### src/rtl/uart_rx_capture.sv
// uart_rx_capture: 16x oversampled UART receiver with a ready/valid FIFO.
// Define UART_RX_MAJORITY_EN for 2-of-3 majority sampling at counts 6/7/8.
module uart_rx_capture #(
   parameter int         CLK_DIV    = 27,
   parameter int         DATA_BITS  = 8,
   parameter int         PARITY     = 0,
   parameter int         STOP_BITS  = 1,
   parameter int         FIFO_DEPTH = 16,
   parameter logic [7:0] END_CHAR   = 8'h04
) (
   input  logic                        CLK,
   input  logic                        RESET,
   input  logic                        RXD,
   output logic [DATA_BITS-1:0]        RX_DATA,
   output logic                        RX_VALID,
   input  logic                        RX_READY,
   output logic [$clog2(FIFO_DEPTH):0] FIFO_COUNT,
   output logic                        FRAME_ERR,
   output logic                        PARITY_ERR,
   output logic                        OVERFLOW,
   output logic                        SIMULATIONEND
);

   localparam int PTR_W = $clog2(FIFO_DEPTH);
   localparam int CNT_W = PTR_W + 1;
   localparam logic [15:0] DIV_MAX = 16'(CLK_DIV - 1);
   localparam logic [2:0] LAST_BIT = 3'(DATA_BITS - 1);
   localparam logic [DATA_BITS-1:0] END_VAL = END_CHAR[DATA_BITS-1:0];
   localparam logic [CNT_W-1:0] FULL_CNT = CNT_W'(FIFO_DEPTH);
`ifdef UART_RX_MAJORITY_EN
   localparam logic [3:0] DEC_CNT = 4'd8;
`else
   localparam logic [3:0] DEC_CNT = 4'd7;
`endif

   typedef enum logic [2:0] {
      S_WAIT_IDLE,
      S_IDLE,
      S_START,
      S_DATA,
      S_PAR,
      S_STOP
   } state_e;

   logic                 rxd_meta_q;
   logic                 rxd_sync_q;
   logic [15:0]          tick_cnt_q;
   logic [15:0]          tick_cnt_d;
   logic                 tick;
   state_e               state_q;
   logic [3:0]           samp_q;
   logic [2:0]           bit_idx_q;
   logic                 stop_idx_q;
   logic [DATA_BITS-1:0] shift_q;
   logic                 par_q;
   logic                 frame_err_q;
   logic                 parity_err_q;
   logic                 sim_end_q;
   logic                 bit_val;
   logic                 dec;
   logic                 bit_end;
   logic                 final_stop;
   logic                 par_ok;
   logic                 stop_dec;
   logic                 good;
   logic                 idle_exit;

   logic [DATA_BITS-1:0] mem_q [FIFO_DEPTH];
   logic [PTR_W-1:0]     wr_ptr_q;
   logic [PTR_W-1:0]     rd_ptr_q;
   logic [CNT_W-1:0]     count_q;
   logic [CNT_W-1:0]     count_d;
   logic                 ovf_q;
   logic                 full;
   logic                 pop;
   logic                 wr_en;

   always_ff @(posedge CLK or posedge RESET) begin
      if (RESET) begin
         rxd_meta_q <= 1'b1;
         rxd_sync_q <= 1'b1;
      end else begin
         rxd_meta_q <= RXD;
         rxd_sync_q <= rxd_meta_q;
      end
   end

   assign tick      = (tick_cnt_q == DIV_MAX);
   assign idle_exit = (state_q == S_IDLE) && !rxd_sync_q;

   // Restart the oversample phase on the falling start edge.
   always_comb begin
      tick_cnt_d = tick_cnt_q + 16'd1;
      if (idle_exit || tick) tick_cnt_d = '0;
   end

   always_ff @(posedge CLK or posedge RESET) begin
      if (RESET) tick_cnt_q <= '0;
      else       tick_cnt_q <= tick_cnt_d;
   end

`ifdef UART_RX_MAJORITY_EN
   logic s6_q;
   logic s7_q;

   always_ff @(posedge CLK or posedge RESET) begin
      if (RESET) begin
         s6_q <= 1'b1;
         s7_q <= 1'b1;
      end else if (tick) begin
         if (samp_q == 4'd6) s6_q <= rxd_sync_q;
         if (samp_q == 4'd7) s7_q <= rxd_sync_q;
      end
   end

   assign bit_val = (s6_q & s7_q) | (s6_q & rxd_sync_q) |
                    (s7_q & rxd_sync_q);
`else
   assign bit_val = rxd_sync_q;
`endif

   assign dec        = tick && (samp_q == DEC_CNT);
   assign bit_end    = tick && (samp_q == 4'd15);
   assign final_stop = (STOP_BITS == 1) || stop_idx_q;
   assign stop_dec   = (state_q == S_STOP) && dec;
   assign good       = stop_dec && bit_val && final_stop && par_ok;

   always_comb begin
      par_ok = 1'b1;
      if (PARITY == 1)      par_ok = ~(^shift_q ^ par_q);
      else if (PARITY == 2) par_ok = ^shift_q ^ par_q;
   end

   always_ff @(posedge CLK or posedge RESET) begin
      if (RESET) begin
         state_q      <= S_WAIT_IDLE;
         samp_q       <= '0;
         bit_idx_q    <= '0;
         stop_idx_q   <= 1'b0;
         shift_q      <= '0;
         par_q        <= 1'b0;
         frame_err_q  <= 1'b0;
         parity_err_q <= 1'b0;
         sim_end_q    <= 1'b0;
      end else begin
         frame_err_q  <= 1'b0;
         parity_err_q <= 1'b0;
         if (good && (shift_q == END_VAL)) sim_end_q <= 1'b1;
         unique case (state_q)
            S_WAIT_IDLE: begin
               if (tick && rxd_sync_q) state_q <= S_IDLE;
            end
            S_IDLE: begin
               if (!rxd_sync_q) begin
                  state_q <= S_START;
                  samp_q  <= '0;
               end
            end
            S_START: begin
               if (tick) samp_q <= samp_q + 4'd1;
               if (dec && bit_val) begin
                  state_q <= S_IDLE;
               end else if (bit_end) begin
                  state_q   <= S_DATA;
                  bit_idx_q <= '0;
               end
            end
            S_DATA: begin
               if (tick) samp_q <= samp_q + 4'd1;
               if (dec) shift_q <= {bit_val, shift_q[DATA_BITS-1:1]};
               if (bit_end) begin
                  if (bit_idx_q == LAST_BIT) begin
                     state_q    <= (PARITY != 0) ? S_PAR : S_STOP;
                     stop_idx_q <= 1'b0;
                  end else begin
                     bit_idx_q <= bit_idx_q + 3'd1;
                  end
               end
            end
            S_PAR: begin
               if (tick) samp_q <= samp_q + 4'd1;
               if (dec) par_q <= bit_val;
               if (bit_end) begin
                  state_q    <= S_STOP;
                  stop_idx_q <= 1'b0;
               end
            end
            S_STOP: begin
               if (tick) samp_q <= samp_q + 4'd1;
               // Leave at the final sample, not the bit end, for resync margin.
               if (dec && !bit_val) begin
                  frame_err_q  <= 1'b1;
                  parity_err_q <= !par_ok;
                  state_q      <= S_WAIT_IDLE;
               end else if (dec && final_stop) begin
                  parity_err_q <= !par_ok;
                  state_q      <= S_IDLE;
               end else if (bit_end) begin
                  stop_idx_q <= 1'b1;
               end
            end
            default: state_q <= S_WAIT_IDLE;
         endcase
      end
   end

   assign full  = (count_q == FULL_CNT);
   assign pop   = (count_q != '0) && RX_READY;
   assign wr_en = good && (!full || pop);

   always_comb begin
      count_d = count_q;
      unique case ({wr_en, pop})
         2'b10:   count_d = count_q + CNT_W'(1);
         2'b01:   count_d = count_q - CNT_W'(1);
         default: count_d = count_q;
      endcase
   end

   always_ff @(posedge CLK or posedge RESET) begin
      if (RESET) begin
         wr_ptr_q <= '0;
         rd_ptr_q <= '0;
         count_q  <= '0;
         ovf_q    <= 1'b0;
      end else begin
         if (wr_en)         wr_ptr_q <= wr_ptr_q + PTR_W'(1);
         if (pop)           rd_ptr_q <= rd_ptr_q + PTR_W'(1);
         if (good && !wr_en) ovf_q   <= 1'b1;
         count_q <= count_d;
      end
   end

   always_ff @(posedge CLK) begin
      if (wr_en) mem_q[wr_ptr_q] <= shift_q;
   end

   assign RX_VALID      = (count_q != '0);
   assign RX_DATA       = RX_VALID ? mem_q[rd_ptr_q] : '0;
   assign FIFO_COUNT    = count_q;
   assign FRAME_ERR     = frame_err_q;
   assign PARITY_ERR    = parity_err_q;
   assign OVERFLOW      = ovf_q;
   assign SIMULATIONEND = sim_end_q;

endmodule
### config.mk
export PLATFORM = sky130hd
export DESIGN_NAME = uart_rx_capture
export DESIGN_NICKNAME = d
export VERILOG_FILES = /design/src/rtl/uart_rx_capture.sv
export SDC_FILE = /design/constraint.sdc
export NUM_CORES = 1
export LEC_CHECK = 0
export CORE_AREA = 2 2 117 119
export DETAILED_ROUTE_END_ITERATION = 12
export DIE_AREA = 0 0 119 121
export PLACE_DENSITY_LB_ADDON = 0.25
export REMOVE_ABC_BUFFERS = 1
export SLEW_MARGIN = 20
export SYNTH_ARGS = -nofsm -noshare
export SYNTH_HDL_FRONTEND = slang
export SYNTH_SLANG_ARGS = --single-unit
### constraint.sdc
create_clock -name CLK -period 6.65 [get_ports CLK]
set_input_delay 1.33 -clock CLK [delete_from_list [all_inputs] [get_ports CLK]]
set_output_delay 1.33 -clock CLK [all_outputs]
set_load 0.005 [all_outputs]
After elaboration in Yosys (flattened, before gate mapping)
Memory sizes are Yosys's and may differ from the RTL's.
Index checks and enable logic that the tools add are counted.
{"block": "word_totals", "register_bits": 52, "ramBits": 128, "input_bits": 4, "out_inout_bits": 18, "elab_cells": 97, "memories": 1}
{"memory": "mem_q", "depth": 16, "width": 8, "rd": 1, "rd_ports_with_merged_regs": 0, "write_ports": 1, "line": "68", "source": "logic [DATA_BITS-1:0] mem_q [FIFO_DEPTH];"}
{"block": "classes", "add_sub_neg": 7, "n_eq_ne": 24, "n_mux": 25, "n_reduce_logical": 27}
{"op": "$mux 3", "n": 13}
{"op": "$pmux 3 s6", "n": 1}
{"op": "$add 16x1->16 const B", "n": 1}
{"op": "$eq 16x5->1 const B", "n": 1}
{"op": "$mux 16", "n": 1}
{"op": "$ne 2x2->1 const B", "n": 8}
{"op": "$add 4x1->4 const B", "n": 3}
{"op": "$logic_and 1x1->1", "n": 12}
{"op": "$pmux 5 s2", "n": 1}
{"op": "$eq 3x3->1 const B", "n": 3}
{"op": "$eq 8x3->1 const B", "n": 1}
{"op": "$mux 4", "n": 2}
{"op": "$mux 8", "n": 1}
{"op": "$pmux 4 s2", "n": 1}
{"op": "$reduce_and 7->1", "n": 1}
{"op": "$eq 3x2->1 const B", "n": 2}
{"op": "$pmux 3 s2", "n": 1}
{"op": "$reduce_bool 2->1", "n": 3}
{"op": "$add 5x1->5 const B", "n": 1}
{"op": "$eq 5x5->1 const B", "n": 1}
{"op": "$reduce_and 5->1", "n": 1}
{"op": "$reduce_bool 5->1", "n": 1}
{"op": "$sub 5x1->5 const B", "n": 1}
{"op": "$eq 4x3->1 const B", "n": 1}
{"op": "15 further kinds", "n": 21}

Depth between registers and ports, before layout
Gate-level depths: netlist of the first run.
{"block": "depth", "depth_word": 7, "mapped_depth": 11, "ltp_nobuf": 11}

Worst setup path before layout of the first run
No wires, ideal clock.
{"block": "synth_timing", "path_type": "register -> output", "from": "register rd_ptr_q[0]", "to": "output port RX_DATA[0]", "arrival_time_ns": 2.343, "required_time_ns": 5.320, "setup_slack_ns": 2.977, "path_stages_with_launch": 6, "path_buffers": 2, "path_cell_list": "dfrtp_1 -> clkbuf_1 -> buf_1 -> mux4_2 -> mux4_2 -> nor2b_1"}
{"block": "synth_between", "elab_chain_cells": 2}
{"element": "start: declaration", "line": "70", "source": "logic [PTR_W-1:0] rd_ptr_q;"}
{"element": "start signal: assignment", "line": "228", "source": "if (pop) rd_ptr_q <= rd_ptr_q + PTR_W'(1);"}
{"element": "$mem_v2 16x8"}
{"element": "$mux 8", "line": "239", "source": "assign RX_DATA = RX_VALID ? mem_q[rd_ptr_q] : '0;"}
{"element": "end: declaration", "line": "14", "source": "output logic [DATA_BITS-1:0] RX_DATA,"}
No other way between the ends.

Final worst setup path of the first run
Same ends and word-level chain as after synthesis.

==> results.py, run 1 <==
metrics = {
    "outcome": {
        "outcome": "finished clean",
    },
    "layout": {
        "diodes": 0,
        "nFillCells": 860,
        "stdcell_area_sq_um": 8710,
        "drive_above_1_share_pct": 19.9,
        "area_growth_pct": 12.4,
        "nNetsFinal": 521,
    },
    "critical_path": {
        "r2r-start": "tick_cnt_q[2]",
        "r2r_setup_slack_ns": 3.34,
        "cpMostUsedCell": "mux4_2",
        "cp.arrival_ns": 3.33,
        "cpPeakStageDelay_ns": 0.68,
        "cpLargestDelayFamily": "multiplexers",
        "required_ns": 5.32,
        "crit_chain": "buf_4 -> mux4_2 -> mux4_2 -> nor2b_1 -> clkdlybuf4s50_1",
        "r2r_cells": 9,
        "path_class": "flip-flop to output pin",
        "cp.buffers_inverters": 2,
        "path_max_fanout": 21,
        "crit_path_end_kind": "output pin",
        "cpMaxStageDelayCell": "dfrtp_2",
        "reg2reg_to": "FIFO_COUNT[4]",
        "setup.worst_path.start_class": "flip-flop",
    },
    "synth": {
        "synthTopCellsByArea": "edfxtp_1 (50%), dfrtp_1 (16%), mux4_2 (12%)",
        "synth-edff-count": 128,
        "avgSynthCellArea_sq_um": 16.1,
        "synth_seq_area_share_pct": 66.4,
        "syn_area_sq_um": 7750,
        "synth.ff_latch_count": 180,
        "yosysWarnings": 0,
        "synthArstFlopShare_pct": 28.9,
        "netlist_instances": 482,
        "yosysTopAreaCell": "edfxtp_1",
        "synth_top_area_share_pct": 49.6,
        "synthFlopType": "edfxtp_1",
        "post_synth_num_cell_types": 58,
    },
    "floorplan": {
        "ios": 22,
        "die_w_um": 119,
        "start_util_pct": 59.2,
        "dieArea_sq_um": 14400,
        "core_sq_um": 13100,
        "core.rowCount": 42,
        "fp.dieH_um": 121,
    },
    "timing": {
        "finalWorstSetupSlack_ns": 1.99,
        "hold_slack_ns": 0.356,
        "setup_viol": 0,
        "drv_slew": 0,
        "finalHoldViolCount": 0,
        "skew_ns": 0.00876,
        "post-route-period-util_pct": 70.0,
        "fmax_mhz": 215,
        "timing.setup.tns_ns": 0,
        "max_slew_margin_pct": 31.6,
        "grt_setup_unrepaired": "false",
        "worstMarginPinSlew_ns": 1.02,
        "fin_crit_ns": 4.66,
    },
    "power_and_ir_drop": {
        "combPwrFrac_pct": 6.5,
        "swShare_pct": 22.4,
        "seqPwrFrac_pct": 53.4,
        "intPower_mw": 1.85,
        "p_total_mw": 2.39,
        "switching_power_mw": 0.534,
        "p_leak_nw": 3.32,
        "p_clk_share_pct": 40.1,
        "peakVddDrop_uv": 210,
        "powerDensity_nw_per_um2": 274,
    },
    "cts": {
        "cts_setup_buffers": 0,
        "path_clk_slew_ns": 0.07,
        "cts_tree": "built",
        "cts_made_buffers": 17,
        "cts.sinks": 180,
        "cts_resized": 0,
        "postCtsHoldBufs": 0,
        "cts_max_path_buffers": 2,
        "clk-insertion-delay-late_ns": 0.43,
        "cts_htree_levels": 4,
        "root_buffer": "clkbuf_16",
    },
    "placement": {
        "numPortBuffers": 20,
        "gp_congestion": 0.823,
        "post-place-ws_ns": 2.43,
        "hpwl_um": 9630,
        "placed_area_sq_um": 8140,
    },
    "route": {
        "ant_nets": 0,
        "firstDrtPassIters": 4,
        "vias_per_cell": 6.12,
        "wl_per_cell_um": 22.1,
        "drt_iter0_markers": 441,
        "drc": 0,
        "num_vias": 4249,
        "drt_wl_total_um": 15300,
    },
    "flow_run": {
        "cap_violations": 0,
    },
    "min_path": {
        "worstHoldPathType": "flip-flop to flip-flop",
        "worst_hold_path.endpoint": "bit_val",
        "hold_depth": 0,
        "hold_start": "rxd_meta_q",
    },
    "grt": {
        "grt_pass1_vias": 4365,
        "antenna_found_initial": 0,
        "grt-ovfl-total": 0,
        "grt_usage_pct": 23.6,
        "grt_max_degree": 53,
        "grt_pass1_wl_um": 24500,
    },
}
[state kept, by name (all words and copies together) (netlist names)]
name and cells:
samp_q 4, state_q 3, FRAME_ERR 1, SIMULATIONEND 1
rxd_meta_q 1, shift_q 8, rd_ptr_q 4, mem_q 128
bit_idx_q 3, bit_val 1, FIFO_COUNT 5, tick_cnt_q 16
OVERFLOW 1, wr_ptr_q 4
[worst max path at each step]
stage / startpoint / endpoint / slack, ns / depth (start not counted)
after floorplan: rd_ptr_q[0] / RX_DATA[0] / 2.65 / 3
after global placement: rd_ptr_q[0] / RX_DATA[0] / 2.49 / 5
after detailed placement: rd_ptr_q[0] / RX_DATA[0] / 2.43 / 5
after CTS: rd_ptr_q[0] / RX_DATA[0] / 1.91 / 5
after global routing: rd_ptr_q[0] / RX_DATA[0] / 1.82 / 5
final: rd_ptr_q[0] / RX_DATA[0] / 1.99 / 5
[cells in the final DEF, fill, tap and decap left out, types with 6 or more instances in the layout]
| master | synthesis | routed |
|---|---|---|
| a21oi_1 | 11 | 11 |
| and2_1 | 14 | 14 |
| and3_1 | 6 | 6 |
| clkbuf_16 | 0 | 17 |
| clkdlybuf4s50_1 | 0 | 20 |
| dfrtp_1 | 50 | 49 |
| edfxtp_1 | 128 | 128 |
| ha_1 | 12 | 12 |
| inv_1 | 12 | 11 |
| mux2_2 | 12 | 12 |
| mux4_2 | 40 | 40 |
| nand2_1 | 18 | 18 |
| nand3_1 | 12 | 12 |
| nand4_1 | 7 | 7 |
| nor2_1 | 30 | 30 |
| nor2b_1 | 9 | 9 |
| nor3_1 | 8 | 8 |
| nor4_1 | 6 | 6 |
| o21ai_0 | 9 | 9 |
| xnor2_1 | 16 | 16 |
| xor2_1 | 8 | 8 |
[cells by family (layout without fill, tap and decap cells)]
group | after synthesis | count (layout) | synth area share, %
other | 1 | 1 | 0.0484
AND/OR/NAND/NOR | 136 | 136 | 10.1
multiplexers | 52 | 52 | 13.4
AO/OA/AOI/OAI | 45 | 45 | 3.84
XOR/XNOR | 24 | 24 | 2.71
buffers and inverters | 32 | 68 | 1.61
adder cells (fa/ha/maj) | 12 | 12 | 1.94
flip-flops | 180 | 180 | 66.4
[layer usage]
| layer | part of all wire, % | vias up | global-route usage [%] |
|---|---|---|---|
| met5 | 0 | - | 0 |
| met4 | 2.4 | 0 | 8.41 |
| met3 | 4.9 | 30 | 5.45 |
| met2 | 53 | 125 | 40.9 |
| met1 | 39 | 2167 | 29.4 |
| li1 | - | 1927 | - |
[cells in the mapped netlist, drive strengths merged, types with 4 or more instances]
cell    number
a21oi       11
and2        14
and3         6
buf          7
clkbuf      13
dfrtp       50
edfxtp     128
ha          12
inv         12
mux2        12
mux4        40
nand2       18
nand3       12
nand4        7
nor2        31
nor2b        9
nor3         9
nor3b        6
nor4         7
o21ai       10
or3          4
xnor2       16
xor2         8
[power by group through the flow]
stage / logic (mW) / registers, mW / clock network [mW]
final: 0.156 / 1.27 / 0.956
after global routing: 0.177 / 1.28 / 1.01
after CTS: 0.157 / 1.27 / 0.975
after detailed placement: 0.156 / 1.30 / 0
after global placement: 0.147 / 1.29 / 0
after floorplan: 0.122 / 1.28 / 0
[stage by stage]
step | utilization (%) | std cells
2_1_floorplan | - | 462
3_3_place_gp | 62.2 | 662
3_5_place_dp | 62.2 | 662
4_1_cts | 66.6 | 694
5_1_grt | 66.6 | 694
6_report | 66.6 | 694
[worst register-to-register path, delay by kind of cell, from the launching register on]
family,cells,cell delay [ns]
and+or+nand+nor,3,1.57
adders and majority gates,1,0.24
DFF,1,0.44
AOI/OAI and AO/OA,3,0.57
xor gates and xnor gates,2,0.37
[cell type report]
type / instances / area, sq um / share of cell area [%]
Multi-Input combinational cell: 270 / 2500 / 28.7
Clock buffer: 22 / 464 / 5.33
Inverter: 12 / 46.3 / 0.531
Timing Repair Buffer: 24 / 230 / 2.64
Sequential cell: 180 / 5150 / 59.1
Tap cell: 176 / 220 / 2.53
Clock inverter: 10 / 108 / 1.23
Power figures use the tool's default switching activity.
==> run 2, diff against run 1 <==
Clock period 6.65 ns to 4.8 ns, I/O delays scaled along.
==> run 2 against run 1 <==
- total power grew 37%
- global-route usage about the same
- setup slack got worse by 1.1 ns
- sequential cell count is the same
==> results.py, run 2 (same netlist as run 1, synthesis figures left out) <==
metrics = {
    "outcome": {
        "outcome": "finished clean",
    },
    "cts": {
        "cts_resized": 0,
        "postCtsHoldBufs": 0,
        "cts_setup_buffers": 0,
        "clk-insertion-delay-late_ns": 0.42,
        "path_clk_slew_ns": 0.06,
        "root_buffer": "clkbuf_16",
        "cts.sinks": 180,
        "cts_made_buffers": 17,
        "cts_htree_levels": 4,
        "cts_max_path_buffers": 2,
        "cts_tree": "built",
    },
    "route": {
        "ant_nets": 0,
        "drc": 0,
        "drt_wl_total_um": 15600,
        "num_vias": 4304,
        "wl_per_cell_um": 22.3,
        "drt_iter0_markers": 471,
        "firstDrtPassIters": 5,
        "vias_per_cell": 6.18,
    },
    "floorplan": {
        "start_util_pct": 59.2,
        "fp.dieH_um": 121,
        "dieArea_sq_um": 14400,
        "ios": 22,
        "core_sq_um": 13100,
        "die_w_um": 119,
        "core.rowCount": 42,
    },
    "timing": {
        "grt_setup_unrepaired": "false",
        "drv_slew": 0,
        "finalHoldViolCount": 0,
        "worstMarginPinSlew_ns": 1.02,
        "hold_slack_ns": 0.355,
        "timing.setup.tns_ns": 0,
        "fmax_mhz": 253,
        "post-route-period-util_pct": 82.3,
        "max_slew_margin_pct": 31.5,
        "skew_ns": 0.00720,
        "finalWorstSetupSlack_ns": 0.850,
        "setup_viol": 0,
        "fin_crit_ns": 3.95,
    },
    "grt": {
        "grt_pass1_vias": 4381,
        "grt-ovfl-total": 0,
        "grt_max_degree": 39,
        "grt_pass1_wl_um": 24700,
        "antenna_found_initial": 0,
        "grtUsageMet3_pct": 4.37,
        "grt_usage_pct": 23.6,
        "use_met2_pct": 40.7,
        "top_usage_layer": "met2",
        "use_met1_pct": 30.1,
    },
    "layout": {
        "nNetsFinal": 525,
        "final_core_util_pct": 66.7,
        "layout_commonest_cell": "edfxtp_1",
        "stdcell_count": 697,
        "largest_register_ffs": 128,
        "drive_above_1_share_pct": 19.6,
        "diodes": 0,
        "seqCellArea_sq_um": 5150,
        "largest_registers": "mem_q (128), tick_cnt_q (16), shift_q (8)",
        "area_growth_pct": 12.6,
        "multi_input_area_sq_um": 2500,
        "nFillCells": 897,
        "largest_register": "mem_q",
        "mostFrequentLayoutCells": "edfxtp_1 (128), dfrtp_1 (49), mux4_2 (40), nor2_1 (30), clkdlybuf4s50_1 (20)",
    },
    "flow_run": {
        "cap_violations": 0,
    },
    "power_and_ir_drop": {
        "peakVddDrop_uv": 229,
        "p_leak_nw": 3.33,
        "powerDensity_nw_per_um2": 376,
    },
    "critical_path": {
        "setup.worst_path.start_class": "flip-flop",
        "cp.arrival_ns": 2.99,
        "path_class": "flip-flop to output pin",
        "required_ns": 3.84,
        "crit_path_end_kind": "output pin",
        "path_max_fanout": 23,
    },
    "placement": {
        "post-place-ws_ns": 1.25,
        "gp_congestion": 0.865,
        "hpwl_um": 9900,
        "dp_cells": 666,
        "numPortBuffers": 20,
    },
    "min_path": {
        "worstHoldPathType": "flip-flop to flip-flop",
    },
}
[run 2: path summary, 6_finish.rpt]
check	start	slack (ns)	end	cells after the start
hold reg to reg	rxd_meta_q	0.36	bit_val	0
setup reg to reg	tick_cnt_q[2]	1.42	FIFO_COUNT[4]	9
hold / removal	rxd_meta_q	0.36	bit_val	0
min in group asynchronous	RESET	1.01	tick_cnt_q[0]	2
setup / recovery	rd_ptr_q[0]	0.85	RX_DATA[1]	5
max in group asynchronous	RESET	3.09	SIMULATIONEND	3
[run 2: final cells by class]
type	instances	area share, %
tap	176	2.52
sequential	180	59.0
timing repair buffer	28	3.12
multi-input combinational	270	28.6
clock inverter	11	1.25
inverter	12	0.516
clock buffer	20	5.00
[run 2: stage by stage]
step	instance area [sq um]	total power, mW
finish	8730	3.28
global route	8730	3.40
CTS	8730	3.30
detailed placement	8180	2.01
global placement	8180	2.00
floorplan	7670	1.95
[run 2: critical path: stages (launching register included)]
cell and delay (ns):
dfrtp_2 0.63, buf_12 0.27, mux4_2 0.53, mux4_2 0.49, nor2b_1 0.15, clkdlybuf4s50_1 0.49
[run 2: where the power goes]
group	total [mW]	internal (mW)	switching [mW]
sequential	1.77	1.69	0.0788
clock	1.29	0.756	0.538
combinational	0.216	0.0882	0.128
[run 2: routing by layer]
layer	up-vias	share of wire [%]
li1	1927	-
met1	2215	40
met2	138	53
met3	24	5.3
met4	0	2.3
met5	-	0
==> run 3, diff against run 2 <==
Settings changed: CORE_AREA 2 2 117 119 to 2 2 122 124, DIE_AREA 0 0 119 121 to 0 0 124 126.
Clock period 4.8 ns to 3.35 ns, I/O delays scaled along.
==> run 3 against run 2 <==
- setup slack got worse by 0.74 ns
- utilization fell by 4.1 points
- global-route usage fell by 1.8 points
- sequential power rose by 42%
- critical path depth rose by 1
- clock skew barely moved
- first-iteration DRC count fell by 4.5%
- hold slack improved by 0.00074 ns
- via count rose by 0.86%
- critical endpoint is now RX_DATA[6]
- largest cell class unchanged
==> results.py, run 3 (same netlist as run 1, synthesis figures left out) <==
metrics = {
    "flow_run": {
        "cap_violations": 0,
    },
    "grt": {
        "grt_pass1_wl_um": 24900,
        "antenna_found_initial": 0,
        "grt_pass1_vias": 4370,
        "grt_max_degree": 36,
        "grt_usage_pct": 21.9,
        "grt-ovfl-total": 0,
    },
    "timing": {
        "drv_slew": 0,
        "fin_crit_ns": 3.24,
        "hold_slack_ns": 0.356,
        "finalHoldViolCount": 0,
        "fmax_mhz": 309,
        "post-route-period-util_pct": 96.6,
        "skew_ns": 0.00734,
        "setup_viol": 0,
        "worstMarginPinSlew_ns": 0.684,
        "grt_setup_unrepaired": "false",
        "timing.setup.tns_ns": 0,
        "max_slew_margin_pct": 54.4,
        "finalWorstSetupSlack_ns": 0.114,
    },
    "power_and_ir_drop": {
        "p_leak_nw": 3.49,
        "p_total_mw": 4.94,
        "peakVddDrop_uv": 381,
        "powerDensity_nw_per_um2": 552,
    },
    "critical_path": {
        "path_max_fanout": 15,
        "cpPeakStageDelay_ns": 0.56,
        "crit_chain": "buf_4 -> buf_16 -> mux4_2 -> mux4_2 -> nor2b_1 -> dlygate4sd2_1",
        "cpMostUsedCell": "mux4_2",
        "path_class": "flip-flop to output pin",
        "crit_path_end_kind": "output pin",
        "r2r_setup_slack_ns": 0.39,
        "cpMaxStageDelayCell": "mux4_2",
        "setup.worst_path.start_class": "flip-flop",
        "cp.arrival_ns": 2.57,
        "required_ns": 2.68,
    },
    "route": {
        "firstDrtPassIters": 6,
        "wl_per_cell_um": 21.9,
        "drc": 0,
        "ant_nets": 0,
        "vias_per_cell": 6.01,
        "drt_wl_total_um": 15800,
        "num_vias": 4341,
        "drt_iter0_markers": 450,
    },
    "layout": {
        "stdcell_area_sq_um": 8960,
        "drive_above_1_share_pct": 21.9,
        "nFillCells": 1052,
        "largest_registers": "mem_q (128), tick_cnt_q (16), shift_q (8)",
        "final_core_util_pct": 62.6,
        "seqCellArea_sq_um": 5150,
        "multi_input_area_sq_um": 2480,
        "stdcell_count": 722,
        "diodes": 0,
        "nNetsFinal": 541,
        "area_growth_pct": 15.6,
        "mostFrequentLayoutCells": "edfxtp_1 (128), dfrtp_1 (49), mux4_2 (40), nor2_1 (30), buf_4 (20)",
        "largest_register": "mem_q",
        "layout_commonest_cell": "edfxtp_1",
        "largest_register_ffs": 128,
    },
    "floorplan": {
        "core_sq_um": 14300,
        "fp.dieH_um": 126,
        "ios": 22,
        "dieArea_sq_um": 15600,
        "die_w_um": 124,
        "core.rowCount": 44,
        "start_util_pct": 54.1,
    },
    "cts": {
        "cts_htree_levels": 4,
        "clk-insertion-delay-late_ns": 0.43,
        "postCtsHoldBufs": 0,
        "cts.sinks": 180,
        "cts_tree": "built",
        "path_clk_slew_ns": 0.06,
        "cts_max_path_buffers": 2,
        "root_buffer": "clkbuf_16",
        "cts_made_buffers": 17,
    },
    "placement": {
        "hpwl_um": 9920,
        "numPortBuffers": 20,
        "dp_cells": 684,
        "post-place-ws_ns": 0.289,
        "placed_area_sq_um": 8260,
        "gp_congestion": 0.841,
    },
    "outcome": {
        "outcome": "finished clean",
    },
    "min_path": {
        "worstHoldPathType": "flip-flop to flip-flop",
    },
}
==> run 3: area by class of cell <==
cell class / instances / area share, %
tap: 184 / 2.57
sequential: 180 / 57.5
inverter: 12 / 0.503
multi-input combinational: 270 / 27.6
timing repair buffer: 44 / 4.86
clock inverter: 8 / 1.69
clock buffer: 24 / 5.26
==> run 3: report_power, final <==
part / internal, mW / switching [mW]
registers: 2.42 / 0.0839
clock network: 1.29 / 0.799
logic: 0.136 / 0.212
==> run 3: final timing paths <==
path,endpoint,start,cells after the start
setup reg to reg,mem_q[0][4],state_q[0],5
setup / recovery,RX_DATA[6],rd_ptr_q[0],6
hold reg to reg,bit_val,rxd_meta_q,0
hold / removal,bit_val,rxd_meta_q,0
min in group asynchronous,tick_cnt_q[2],RESET,2
max in group asynchronous,bit_val,RESET,3
==> run 3: critical path: cells and delay by family, from the launching register on <==
family	cells	cell delay, ns
AND/OR/NAND/NOR	1	0.14
buffers and inverters	3	0.57
multiplexers	2	1.03
flip-flops	1	0.40
==> run 3: metal layers <==
layer / part of all wire (%) / GRT usage (%)
met5: 0 / 0
met4: 1.3 / 6.28
met3: 4.8 / 4.98
met2: 51 / 35.3
met1: 43 / 30.1
==> run 3: timing repair <==
item                                    CTS  global route
gates resized for setup                  10             0
endpoints found under the setup margin    8             0
buffers inserted                          4             0
